### config.mk
export PLATFORM = sky130hd
export DESIGN_NAME = phase_shift_scheduler
export DESIGN_NICKNAME = d
export VERILOG_FILES = /design/src/rtl/phase_shift_scheduler.sv
export SDC_FILE = /design/constraint.sdc
export NUM_CORES = 1
export LEC_CHECK = 0
export CAP_MARGIN = 20
export CORE_AREA = 8 8 275 277
export CTS_CLUSTER_DIAMETER = 40
export DETAILED_ROUTE_END_ITERATION = 6
export DIE_AREA = 0 0 283 285
export PLACE_DENSITY = 0.37
export RECOVER_POWER = 100
export SYNTH_ARGS = -nofsm -noshare
export SYNTH_HDL_FRONTEND = slang
export SYNTH_SLANG_ARGS = --single-unit
### constraint.sdc
create_clock -name i_clk -period 4.6 [get_ports i_clk]
set_clock_uncertainty 0.15 [all_clocks]
set_input_delay 1.38 -clock i_clk [delete_from_list [all_inputs] [get_ports i_clk]]
set_output_delay 1.38 -clock i_clk [all_outputs]
set_load 0.01 [all_outputs]
### src/rtl/phase_shift_scheduler.sv
// Round-robin scheduler that shares one phase-shift calculator between N_CH channels.
// Optional WAIT_RDY watchdog is compiled in with `define PSS_TIMEOUT_EN.
module phase_shift_scheduler #(
  parameter int N_CH        = 4,
  parameter int TIMEOUT_CYC = 16
) (
  input  logic                      i_clk,
  input  logic                      i_reset,
  input  logic [N_CH-1:0]           i_req,
  input  logic [N_CH*32-1:0]        i_ch_freq,
  input  logic [N_CH*32-1:0]        i_ch_current_phase,
  input  logic [N_CH*32-1:0]        i_ch_desired_phase,
  input  logic [N_CH*32-1:0]        i_ch_time_from_start,
  output logic                      o_calc_start,
  output logic [31:0]               o_calc_freq,
  output logic [31:0]               o_calc_current_phase,
  output logic [31:0]               o_calc_desired_phase,
  output logic [31:0]               o_calc_time_from_start,
  input  logic [31:0]               i_calc_phase_shift,
  input  logic                      i_calc_ready,
  output logic [N_CH-1:0]           o_ack,
  output logic [31:0]               o_phase_shift_out,
  output logic [$clog2(N_CH)-1:0]   o_result_ch,
  output logic                      o_busy,
  output logic                      o_err
);

  localparam int IW = $clog2(N_CH);
  localparam int SW = IW + 1;

  typedef enum logic [2:0] {
    S_IDLE,
    S_ISSUE,
    S_WAIT_LOW,
    S_WAIT_RDY,
    S_DONE
  } state_t;

  state_t        r_state;
  state_t        w_state_nxt;
  logic [IW-1:0] r_rr_ptr;
  logic [IW-1:0] r_grant;
  logic [IW-1:0] w_grant_idx;
  logic [IW-1:0] w_ptr_next;
  logic [SW-1:0] w_scan;
  logic          w_any_req;
  logic          w_timeout;
  logic          w_job_end;

  logic          r_calc_start;
  logic [31:0]   r_calc_freq;
  logic [31:0]   r_calc_current_phase;
  logic [31:0]   r_calc_desired_phase;
  logic [31:0]   r_calc_time_from_start;
  logic [31:0]   r_phase_shift_out;
  logic [IW-1:0] r_result_ch;

  assign w_any_req = |i_req;

  // Scan offsets from highest to lowest so the closest requester at or after
  // the pointer is the last one written and therefore wins.
  always_comb begin
    // NOTE: every combinational output gets a default first; a path that
    // leaves one unassigned would infer a latch.
    w_grant_idx = r_rr_ptr;
    w_scan      = '0;
    for (int i = N_CH - 1; i >= 0; i--) begin
      w_scan = {1'b0, r_rr_ptr} + SW'(i);
      if (w_scan >= SW'(N_CH)) begin
        w_scan = w_scan - SW'(N_CH);
      end
      if (i_req[w_scan[IW-1:0]]) begin
        w_grant_idx = w_scan[IW-1:0];
      end
    end
  end

  assign w_ptr_next = (r_grant == IW'(N_CH - 1)) ? '0 : r_grant + IW'(1);

  always_ff @(posedge i_clk) begin
    // NOTE: state registers use non-blocking assignments so every flop
    // samples the pre-edge values and simulation matches the netlist.
    if (i_reset) begin
      r_state <= S_IDLE;
    end else begin
      r_state <= w_state_nxt;
    end
  end

  always_comb begin
    w_state_nxt = r_state;
    w_job_end   = 1'b0;
    case (r_state)
      S_IDLE:     if (w_any_req) w_state_nxt = S_ISSUE;
      S_ISSUE:    w_state_nxt = S_WAIT_LOW;
      S_WAIT_LOW: w_state_nxt = S_WAIT_RDY;
      S_WAIT_RDY: begin
        if (i_calc_ready || w_timeout) begin
          w_state_nxt = S_DONE;
          w_job_end   = 1'b1;
        end
      end
      S_DONE:     w_state_nxt = S_IDLE;
      default:    w_state_nxt = S_IDLE;
    endcase
  end

  // Operands are captured once at grant, so later channel changes are not seen.
  always_ff @(posedge i_clk) begin
    if (i_reset) begin
      r_calc_start           <= 1'b0;
      r_calc_freq            <= '0;
      r_calc_current_phase   <= '0;
      r_calc_desired_phase   <= '0;
      r_calc_time_from_start <= '0;
      r_phase_shift_out      <= '0;
      r_result_ch            <= '0;
      r_grant                <= '0;
      r_rr_ptr               <= '0;
    end else begin
      r_calc_start <= 1'b0;
      if (r_state == S_IDLE && w_any_req) begin
        r_calc_start           <= 1'b1;
        r_grant                <= w_grant_idx;
        r_calc_freq            <= i_ch_freq[32*w_grant_idx +: 32];
        r_calc_current_phase   <= i_ch_current_phase[32*w_grant_idx +: 32];
        r_calc_desired_phase   <= i_ch_desired_phase[32*w_grant_idx +: 32];
        r_calc_time_from_start <= i_ch_time_from_start[32*w_grant_idx +: 32];
      end
      if (w_job_end) begin
        r_phase_shift_out <= i_calc_ready ? i_calc_phase_shift : '0;
        r_result_ch       <= r_grant;
      end
      if (r_state == S_DONE) begin
        r_rr_ptr <= w_ptr_next;
      end
    end
  end

`ifdef PSS_TIMEOUT_EN
  localparam int CW = $clog2(TIMEOUT_CYC + 1);

  logic [CW-1:0] r_to_cnt;
  logic          r_err;

  assign w_timeout = (r_state == S_WAIT_RDY) && !i_calc_ready &&
                     (r_to_cnt == CW'(TIMEOUT_CYC - 1));

  always_ff @(posedge i_clk) begin
    if (i_reset) begin
      r_to_cnt <= '0;
      r_err    <= 1'b0;
    end else begin
      if (r_state == S_WAIT_RDY && !i_calc_ready) begin
        r_to_cnt <= r_to_cnt + CW'(1);
      end else begin
        r_to_cnt <= '0;
      end
      if (w_job_end) begin
        r_err <= w_timeout;
      end
    end
  end

  assign o_err = (r_state == S_DONE) && r_err;
`else
  logic w_unused_timeout_cfg;
  assign w_unused_timeout_cfg = (TIMEOUT_CYC > 0);
  assign w_timeout            = 1'b0;
  assign o_err                = 1'b0;
`endif

  always_comb begin
    o_ack = '0;
    if (r_state == S_DONE) begin
      o_ack[r_grant] = 1'b1;
    end
  end

  assign o_busy                 = (r_state != S_IDLE);
  assign o_calc_start           = r_calc_start;
  assign o_calc_freq            = r_calc_freq;
  assign o_calc_current_phase   = r_calc_current_phase;
  assign o_calc_desired_phase   = r_calc_desired_phase;
  assign o_calc_time_from_start = r_calc_time_from_start;
  assign o_phase_shift_out      = r_phase_shift_out;
  assign o_result_ch            = r_result_ch;

endmodule
==> results of run 1 <==
## flip-flops by register name, summed over array words and instances (netlist names)
name,count
o_calc_time_from_start,32
r_rr_ptr,2
o_result_ch,2
o_calc_start,1
o_phase_shift_out,32
o_calc_freq,32
r_grant,2
o_calc_current_phase,32
o_calc_desired_phase,32
r_state,3
## final cells by class
class                   instances  area share [%]
clock buffers                  19            2.46
flip-flops and latches        170            18.9
clock inverters                12           0.743
multi-input cells             667            28.5
inverters                       3          0.0625
well taps                     950            6.60
diodes                          8           0.111
repair buffers                759            42.7
## cells in the mapped netlist (3+ instances only)
master,count
buf_4,5
a21oi_1,39
mux2i_1,256
buf_2,41
inv_1,3
o221ai_1,8
and3_1,4
nor2b_1,4
buf_6,15
o221ai_2,120
clkbuf_1,20
dfxtp_1,170
buf_1,4
nand2_1,203
ha_1,4
nor2_1,8
## per-layer routing
layer,wire length (um),track usage (%),vias up
met5,138,0,-
met2,30700,26.1,458
met1,24800,16.2,4636
li1,-,-,4839
met3,5900,6.95,60
met4,1350,4.24,22
## path summary, 6_finish.rpt
path / from / endpoint / slack (ps) / cells after the start
worst max register to register: r_rr_ptr[0]$_SDFFE_PP0P_ / o_calc_current_phase[23]$_SDFFE_PP0P_ / 2050 / 7
worst min register to register: o_phase_shift_out[5]$_SDFFE_PP0P_ / o_phase_shift_out[5]$_SDFFE_PP0P_ / 300 / 2
worst max-delay path: i_reset / o_calc_desired_phase[3]$_SDFFE_PP0P_ / 710 / 6
worst min-delay path: o_phase_shift_out[5]$_SDFFE_PP0P_ / o_phase_shift_out[5]$_SDFFE_PP0P_ / 300 / 2
## cells in the final DEF (no fill, tap or decap), drive strengths merged
master | Yosys | layout
nor2b | 4 | 4
clkbuf | 20 | 21
bufinv | 0 | 1
conb | 1 | 1
ha | 4 | 4
a21oi | 39 | 39
or3 | 2 | 2
o21a | 1 | 1
nand3 | 2 | 2
nor2 | 9 | 9
mux2i | 256 | 256
nand2b | 1 | 1
o311a | 1 | 1
dfxtp | 170 | 170
dlygate4sd3 | 0 | 168
inv | 3 | 9
and3b | 1 | 1
o21bai | 1 | 1
nor3 | 1 | 1
o21ai | 3 | 3
clkdlybuf4s50 | 0 | 549
nand2 | 204 | 204
and3 | 4 | 4
nor4 | 1 | 1
buf | 65 | 40
clkinv | 0 | 5
nor3b | 1 | 1
diode | 0 | 8
o31ai | 1 | 1
o221ai | 128 | 128
or2 | 2 | 2
## cells by family after synthesis
logic type / count (synthesis)
AO/OA/AOI/OAI: 174
buffers and inverters: 88
multiplexers: 256
other: 1
adder cells (fa/ha/maj): 4
AND/OR/NAND/NOR: 232
flip-flops: 170
## worst min-delay path, stage by stage, from the launching register on
cell and delay, ps:
dfxtp_1 310, nand2_1 50, a21oi_1 50
## power by group
part	switching [mW]	internal [mW]	leakage [nW]
logic	0.681	0.878	5.17
registers	0.0888	1.62	1.40
clock network	0.757	0.778	0.284
total	1.53	3.28	6.85
## metrics by stage
stage          utilization, %  hold WS (ps)  std cells
2_1_floorplan               -           325        925
3_3_place_gp             25.4           292       2549
3_5_place_dp             25.4           297       2549
4_1_cts                  26.2           309       2580
5_1_grt                  25.4           324       2581
6_report                 25.4           302       2588
==> impl_results.rst, run 1 <==
.. list-table::
   :header-rows: 1

   * - Metric
     - Value
   * - Critical path's top delay family
     - buffers and inverters
   * - Placement-stage worst setup slack
     - 534 ps
   * - Number of nets produced by synthesis
     - 1480
   * - Master cell of the clock root buffer
     - clkbuf_16
   * - Initial core utilization
     - 13.5%
   * - Start-to-end type of the worst setup path
     - input port to register
   * - Hold bufs inserted after CTS
     - 0
   * - Type of the tightest min-delay check
     - register to register
   * - Aggregate global-route resource usage
     - 15.0%
   * - Violations in the final reports
     - capacitance limit, slew limit
   * - Dominant register cell in the synthesized netlist
     - dfxtp_1
   * - Total number of placement rows
     - 98
   * - Worst Tran Pin Value
     - 2320 ps
   * - Number of port buffers
     - 718
   * - Clock buffers created by TritonCTS
     - 17
   * - Mapped cell area
     - 0.00958 mm2
   * - Count of final max-slew check failures
     - 42
   * - CTS sink cnt
     - 170
   * - CP Data Arrival Time
     - 4080 ps
   * - Largest net degree at the start of global routing
     - 67
   * - Post-detailed-routing wire length
     - 62900 um
   * - Number of antenna violations at the first check in global routing
     - 21
   * - Number of gates given a new drive strength after cts
     - 0
   * - Worst Path Buf+Inv
     - 3
   * - Maximum capacitance violations
     - 1
   * - Vias per cell
     - 3.87
   * - Startpoint type of the worst setup path
     - input port
   * - Share of post-route cells with drive strength above 1
     - 6.50%
   * - Horizontal extent of the die
     - 283 um
   * - Power density normalized to cell area
     - 267 mW/mm2
   * - Post-detailed-route wirelength per cell
     - 24.3 um
   * - Length of the first detailed-routing pass in iterations
     - 4
   * - Final cell area excluding filler cells
     - 0.0180 mm2
   * - Final-layout fill cell count
     - 7588
   * - Share of the synthesized area in the top cell type
     - 35.5%
   * - Area taken by multi-input logic gates
     - 0.00513 mm2
   * - Setup violators final
     - 0
   * - Total via count in the routed design
     - 10015
   * - Vertical die dimension
     - 285 um
   * - Relative max-transition margin
     - -54.5%
   * - Count of unresolved DRC violations after routing
     - 0
   * - Minimum clock period
     - 3890 ps
   * - Global-route wire length before repair
     - 87400 um
   * - Final worst path period share
     - 84.6%
   * - Largest cells by area after synthesis
     - dfxtp_1 (36%), mux2i_1 (27%), o221ai_2 (19%)
   * - Type of destination of the critical path
     - register
   * - Initial detailed-routing violation count
     - 327
   * - Unrepaired setup endpoints after global routing
     - false
   * - Dpl cell area
     - 0.0180 mm2
   * - Synth area leader
     - dfxtp_1
   * - NumNets Final
     - 2173
   * - Final GP Congestion
     - 0.824
   * - Number of enable-type register cells in the synthesized netlist
     - 0
   * - Slack of the critical path
     - 709 ps
   * - TritonCTS clock tree
     - built
   * - Insertion delay of the later-clocked pin in the worst-skew pair
     - 470 ps
   * - Dominant combinational cell family by area after synthesis
     - multiplexers
   * - Post-synthesis xor/xnor area fraction
     - 0%
   * - Count of H-tree levels built during CTS
     - 4
   * - Fraction of the mapped netlist area in simple logic gates
     - 9.77%
   * - Largest incremental delay on the critical path
     - 1690 ps
   * - Critical path, cell by cell
     - clkbuf_1, clkbuf_1, nor2_4, buf_12, nand2_1, o221ai_1
   * - Post-CTS clock slew at the launch and capture registers of the worst setup and hold paths
     - 70 ps
   * - Overall die area
     - 0.0807 mm2
   * - Seq/Total Area, Yosys
     - 35.5%
   * - Compound-cell area share of the yosys netlist
     - 22.1%
   * - Synthesis-to-finish area growth
     - 88.0%
   * - Post-CTS setup buffers
     - 0
   * - Final Hold Violating Endpoints
     - 0
   * - Max FO, Critical Path
     - 62
   * - Mux contribution to synthesized area
     - 26.7%
   * - Average size of a mapped cell
     - 10.4 um2
   * - Number of distinct library cell variants in the gate-level netlist after synthesis
     - 35
   * - Overall power after layout
     - 4.81 mW
   * - Deepest clock path buffer count
     - 2
   * - Vias in the first global route
     - 11115
   * - Floorplan core area
     - 0.0710 mm2
   * - Data required time at the worst endpoint
     - 4790 ps
   * - Status
     - finished with violations
   * - Footprint of the flip-flops and latches
     - 0.00340 mm2
   * - Critical path's most frequent cell
     - clkbuf_1
   * - Detailed-placement wirelength estimate
     - 50700 um
   * - Syn Inst Count
     - 925
   * - Total I/O pin count
     - 720
   * - Number of antenna-violating nets in the routed design
     - 0
   * - Master of the slowest instance on the critical path
     - clkbuf_1
   * - Grt total ovfl
     - 0
   * - Leak Pwr
     - 6.85 nW
   * - Total Negative Setup Slacks
     - 0 ps
   * - Maximum clock rate
     - 0.257 GHz
   * - Register bit count reported by yosys
     - 170
   * - Adder-Cell Fraction of Synth Area
     - 0.522%
   * - Async set-reset flop share out of synthesis
     - 0%
   * - Maximum vdd ir drop
     - 0.240 mV
   * - Yosys Warn Count
     - 0
(Power assumes the default switching activity.)
==> inputs of run 2 (changes only) <==
==> constraint.sdc (replaced) <==
create_clock -name i_clk -period 3.7 [get_ports i_clk]
set_clock_uncertainty 0.15 [all_clocks]
set_input_delay 1.11 -clock i_clk [delete_from_list [all_inputs] [get_ports i_clk]]
set_output_delay 1.11 -clock i_clk [all_outputs]
set_load 0.01 [all_outputs]
==> run 2 against run 1 <==
Net effect: the run still ends with capacitance limit, slew limit left; final cell count is 0.89% higher; sequential power rose by 25%; power increased by 25%; design area increased by 1.2%; register-to-register slack got worse by 930 ps; combinational power is 26% higher; die area did not move; worst hold slack improved by 1.4 ps; critical path depth grew 2; worst setup slack worse by 350 ps; core utilization rose by 0.29 points; largest cell class unchanged; largest power group unchanged.
==> impl_results.rst, run 2 (synthesis gave the netlist of run 1 again) <==
.. list-table::
   :header-rows: 1

   * - Metric
     - Value
   * - Total I/O pin count
     - 720 (unchanged)
   * - Vias per cell
     - 3.88 (+0.35%)
   * - Master of the slowest instance on the critical path
     - dlygate4sd3_1
   * - Overall die area
     - 0.0807 mm2 (unchanged)
   * - NumNets Final
     - 2194 (+0.97%)
   * - Post-detailed-routing wire length
     - 62500 um (-0.49%)
   * - Insertion delay of the later-clocked pin in the worst-skew pair
     - 470 ps (about the same)
   * - Power density normalized to cell area
     - 329 mW/mm2 (+23%)
   * - Floorplan core area
     - 0.0710 mm2 (unchanged)
   * - Type of the tightest min-delay check
     - register to register
   * - Startpoint type of the worst setup path
     - input port
   * - Total Negative Setup Slacks
     - 0 ps (unchanged)
   * - Minimum clock period
     - 3340 ps
   * - Count of unresolved DRC violations after routing
     - 0 (unchanged)
   * - Number of antenna-violating nets in the routed design
     - 0 (unchanged)
   * - Unrepaired setup endpoints after global routing
     - false
   * - Footprint of the flip-flops and latches
     - 0.00340 mm2 (unchanged)
   * - Global-route wire length before repair
     - 87500 um (+0.12%)
   * - Setup violators final
     - 0 (unchanged)
   * - Clock buffers created by TritonCTS
     - 17 (unchanged)
   * - Total number of placement rows
     - 98 (unchanged)
   * - Number of antenna violations at the first check in global routing
     - 18 (-14%)
   * - Data required time at the worst endpoint
     - 3910 ps (-880 ps)
   * - Aggregate global-route resource usage
     - 14.9% (-0.061 points)
   * - Initial core utilization
     - 13.5% (unchanged)
   * - Commonest cells after routing, fill and taps aside
     - clkdlybuf4s50_1 (548), mux2i_1 (256), nand2_1 (203), dfxtp_1 (170), dlygate4sd3_1 (169)
   * - Number of gates given a new drive strength after cts
     - 0 (unchanged)
   * - Most common cell after layout, fill and taps aside
     - clkdlybuf4s50_1
   * - Synthesis-to-finish area growth
     - 90.2%
   * - Max FO, Critical Path
     - 15 (-76%)
   * - Worst Min Path Start
     - o_phase_shift_out[7]$_SDFFE_PP0P_
   * - Post-detailed-route wirelength per cell
     - 24.0 um (-1.4%)
   * - Detailed-placement wirelength estimate
     - 51400 um (+1.5%)
   * - Count of H-tree levels built during CTS
     - 4 (unchanged)
   * - Final Hold Violating Endpoints
     - 0 (unchanged)
   * - Maximum capacitance violations
     - 1 (unchanged)
   * - Start-to-end type of the worst setup path
     - input port to register
   * - Minimum setup slack among reg-to-reg paths
     - 1120 ps (-930 ps)
   * - Maximum vdd ir drop
     - 0.298 mV (+24%)
   * - Largest net degree at the start of global routing
     - 66 (-1.5%)
   * - Depth of the worst hold-timing path
     - 2 (unchanged)
   * - Status
     - finished with violations
   * - Reg2Reg Capture Point
     - o_calc_current_phase[11]$_SDFFE_PP0P_
   * - Final-layout fill cell count
     - 7502 (-1.1%)
   * - Length of the first detailed-routing pass in iterations
     - 4 (unchanged)
   * - Master cell of the clock root buffer
     - clkbuf_16
   * - Largest incremental delay on the critical path
     - 660 ps (-1030 ps)
   * - Final GP Congestion
     - 0.824 (about the same)
   * - Worst min-delay path endpoint
     - o_phase_shift_out[7]$_SDFFE_PP0P_
   * - Final design utilization
     - 25.7% (+0.29 points)
   * - Vias in the first global route
     - 11098 (-0.15%)
   * - Final worst path period share
     - 90.4%
   * - Post-CTS setup buffers
     - 0 (unchanged)
   * - Count of final max-slew check failures
     - 41 (-2.4%)
   * - Violations in the final reports
     - capacitance limit, slew limit
   * - Leak Pwr
     - 6.93 nW (+1.3%)
   * - Relative max-transition margin
     - -44.1% (+10 points)
   * - Worst Tran Pin Value
     - 2160 ps (-155 ps)
   * - Vertical die dimension
     - 285 um (unchanged)
   * - Critical path, cell by cell
     - dlygate4sd3_1, nor4_1, or2_0, nor2_2, nand2_8, buf_12, clkbuf_1, o221ai_1
   * - Reg2reg start
     - r_state[2]$_SDFFE_PP0P_
   * - Number of port buffers
     - 718 (unchanged)
   * - Horizontal extent of the die
     - 283 um (unchanged)
   * - Total via count in the routed design
     - 10139 (+1.2%)
   * - Area taken by multi-input logic gates
     - 0.00519 mm2 (+1.1%)
   * - Maximum clock rate
     - 0.299 GHz
   * - Hold bufs inserted after CTS
     - 0 (unchanged)
   * - Grt total ovfl
     - 0 (unchanged)
   * - Initial detailed-routing violation count
     - 296 (-9.5%)
   * - Share of post-route cells with drive strength above 1
     - 7.81% (+1.3 points)
   * - CP Data Arrival Time
     - 3550 ps (-530 ps)
   * - CTS sink cnt
     - 170 (unchanged)
   * - TritonCTS clock tree
     - built
   * - Worst Reg-to-Reg Cells
     - 7 (unchanged)
   * - Post-CTS clock slew at the launch and capture registers of the worst setup and hold paths
     - 80 ps (about the same)
   * - Type of destination of the critical path
     - register
   * - Deepest clock path buffer count
     - 2 (unchanged)
run 2: critical path, delay by kind of cell:
family                 cells  cell delay, ps
AOI/OAI and AO/OA          1             160
and+or+nand+nor            4            1130
buffers and inverters      3            1130
run 2: power breakdown:
part | internal [mW] | switching, mW | total, mW
combinational | 1.11 | 0.854 | 1.97
sequential | 2.02 | 0.106 | 2.13
clock | 0.962 | 0.938 | 1.90
total | 4.09 | 1.90 | 5.99
run 2: final cells by class:
| type | instances | area share (%) |
|---|---|---|
| clock buffer | 19 | 2.43 |
| tap | 950 | 6.52 |
| multi-input combinational | 667 | 28.5 |
| antenna | 9 | 0.124 |
| timing repair buffer | 780 | 43.0 |
| sequential | 170 | 18.7 |
| inverter | 3 | 0.0618 |
| clock inverter | 13 | 0.707 |
run 2: metrics by stage:
stage               instances  power, mW  hold WS (ps)  area, um2  worst slack [ps]
finish                   2611       5.99           304      18200               355
global route             2602       6.32           327      18200               124
CTS                      2602       6.34           312      18800               288
detailed placement       2570       4.36           299      18200              -259
global placement         2570       4.35           292      18200              -260
floorplan                 925       2.96           325       9580              1010
run 2: how the worst max path moves through the flow:
stage	depth (start not counted)	end	start	slack, ps
floorplan	8	o_calc_desired_phase[2]$_SDFFE_PP0P_	i_req[0]	1010
finish	8	o_calc_current_phase[11]$_SDFFE_PP0P_	i_req[3]	360
global route	8	o_calc_desired_phase[5]$_SDFFE_PP0P_	i_req[3]	120
CTS	8	o_calc_desired_phase[5]$_SDFFE_PP0P_	i_req[3]	290
global placement	8	o_calc_desired_phase[5]$_SDFFE_PP0P_	i_req[3]	-260
detailed placement	8	o_calc_desired_phase[5]$_SDFFE_PP0P_	i_req[3]	-260
run 2: metal layers:
metal / track usage, % / up-vias / routed length, um / part of all wire, %
li1: - / 4877 / - / -
met1: 16.4 / 4709 / 24800 / 40
met2: 25.5 / 468 / 30100 / 48
met3: 7.12 / 65 / 5950 / 9.5
met4: 4.15 / 20 / 1530 / 2.4
met5: 0 / - / 125 / 0.20
==> inputs of run 3 (changes only) <==
--- a/config.mk
+++ b/config.mk
@@ -10,6 +10,7 @@
 export CTS_CLUSTER_DIAMETER = 40
 export DETAILED_ROUTE_END_ITERATION = 6
 export DIE_AREA = 0 0 283 285
+export HOLD_SLACK_MARGIN = 0.03
 export PLACE_DENSITY = 0.37
 export RECOVER_POWER = 100
 export SYNTH_ARGS = -nofsm -noshare
==> results of run 3 <==
Final layout, timing and power as in run 2 (identical DEF).
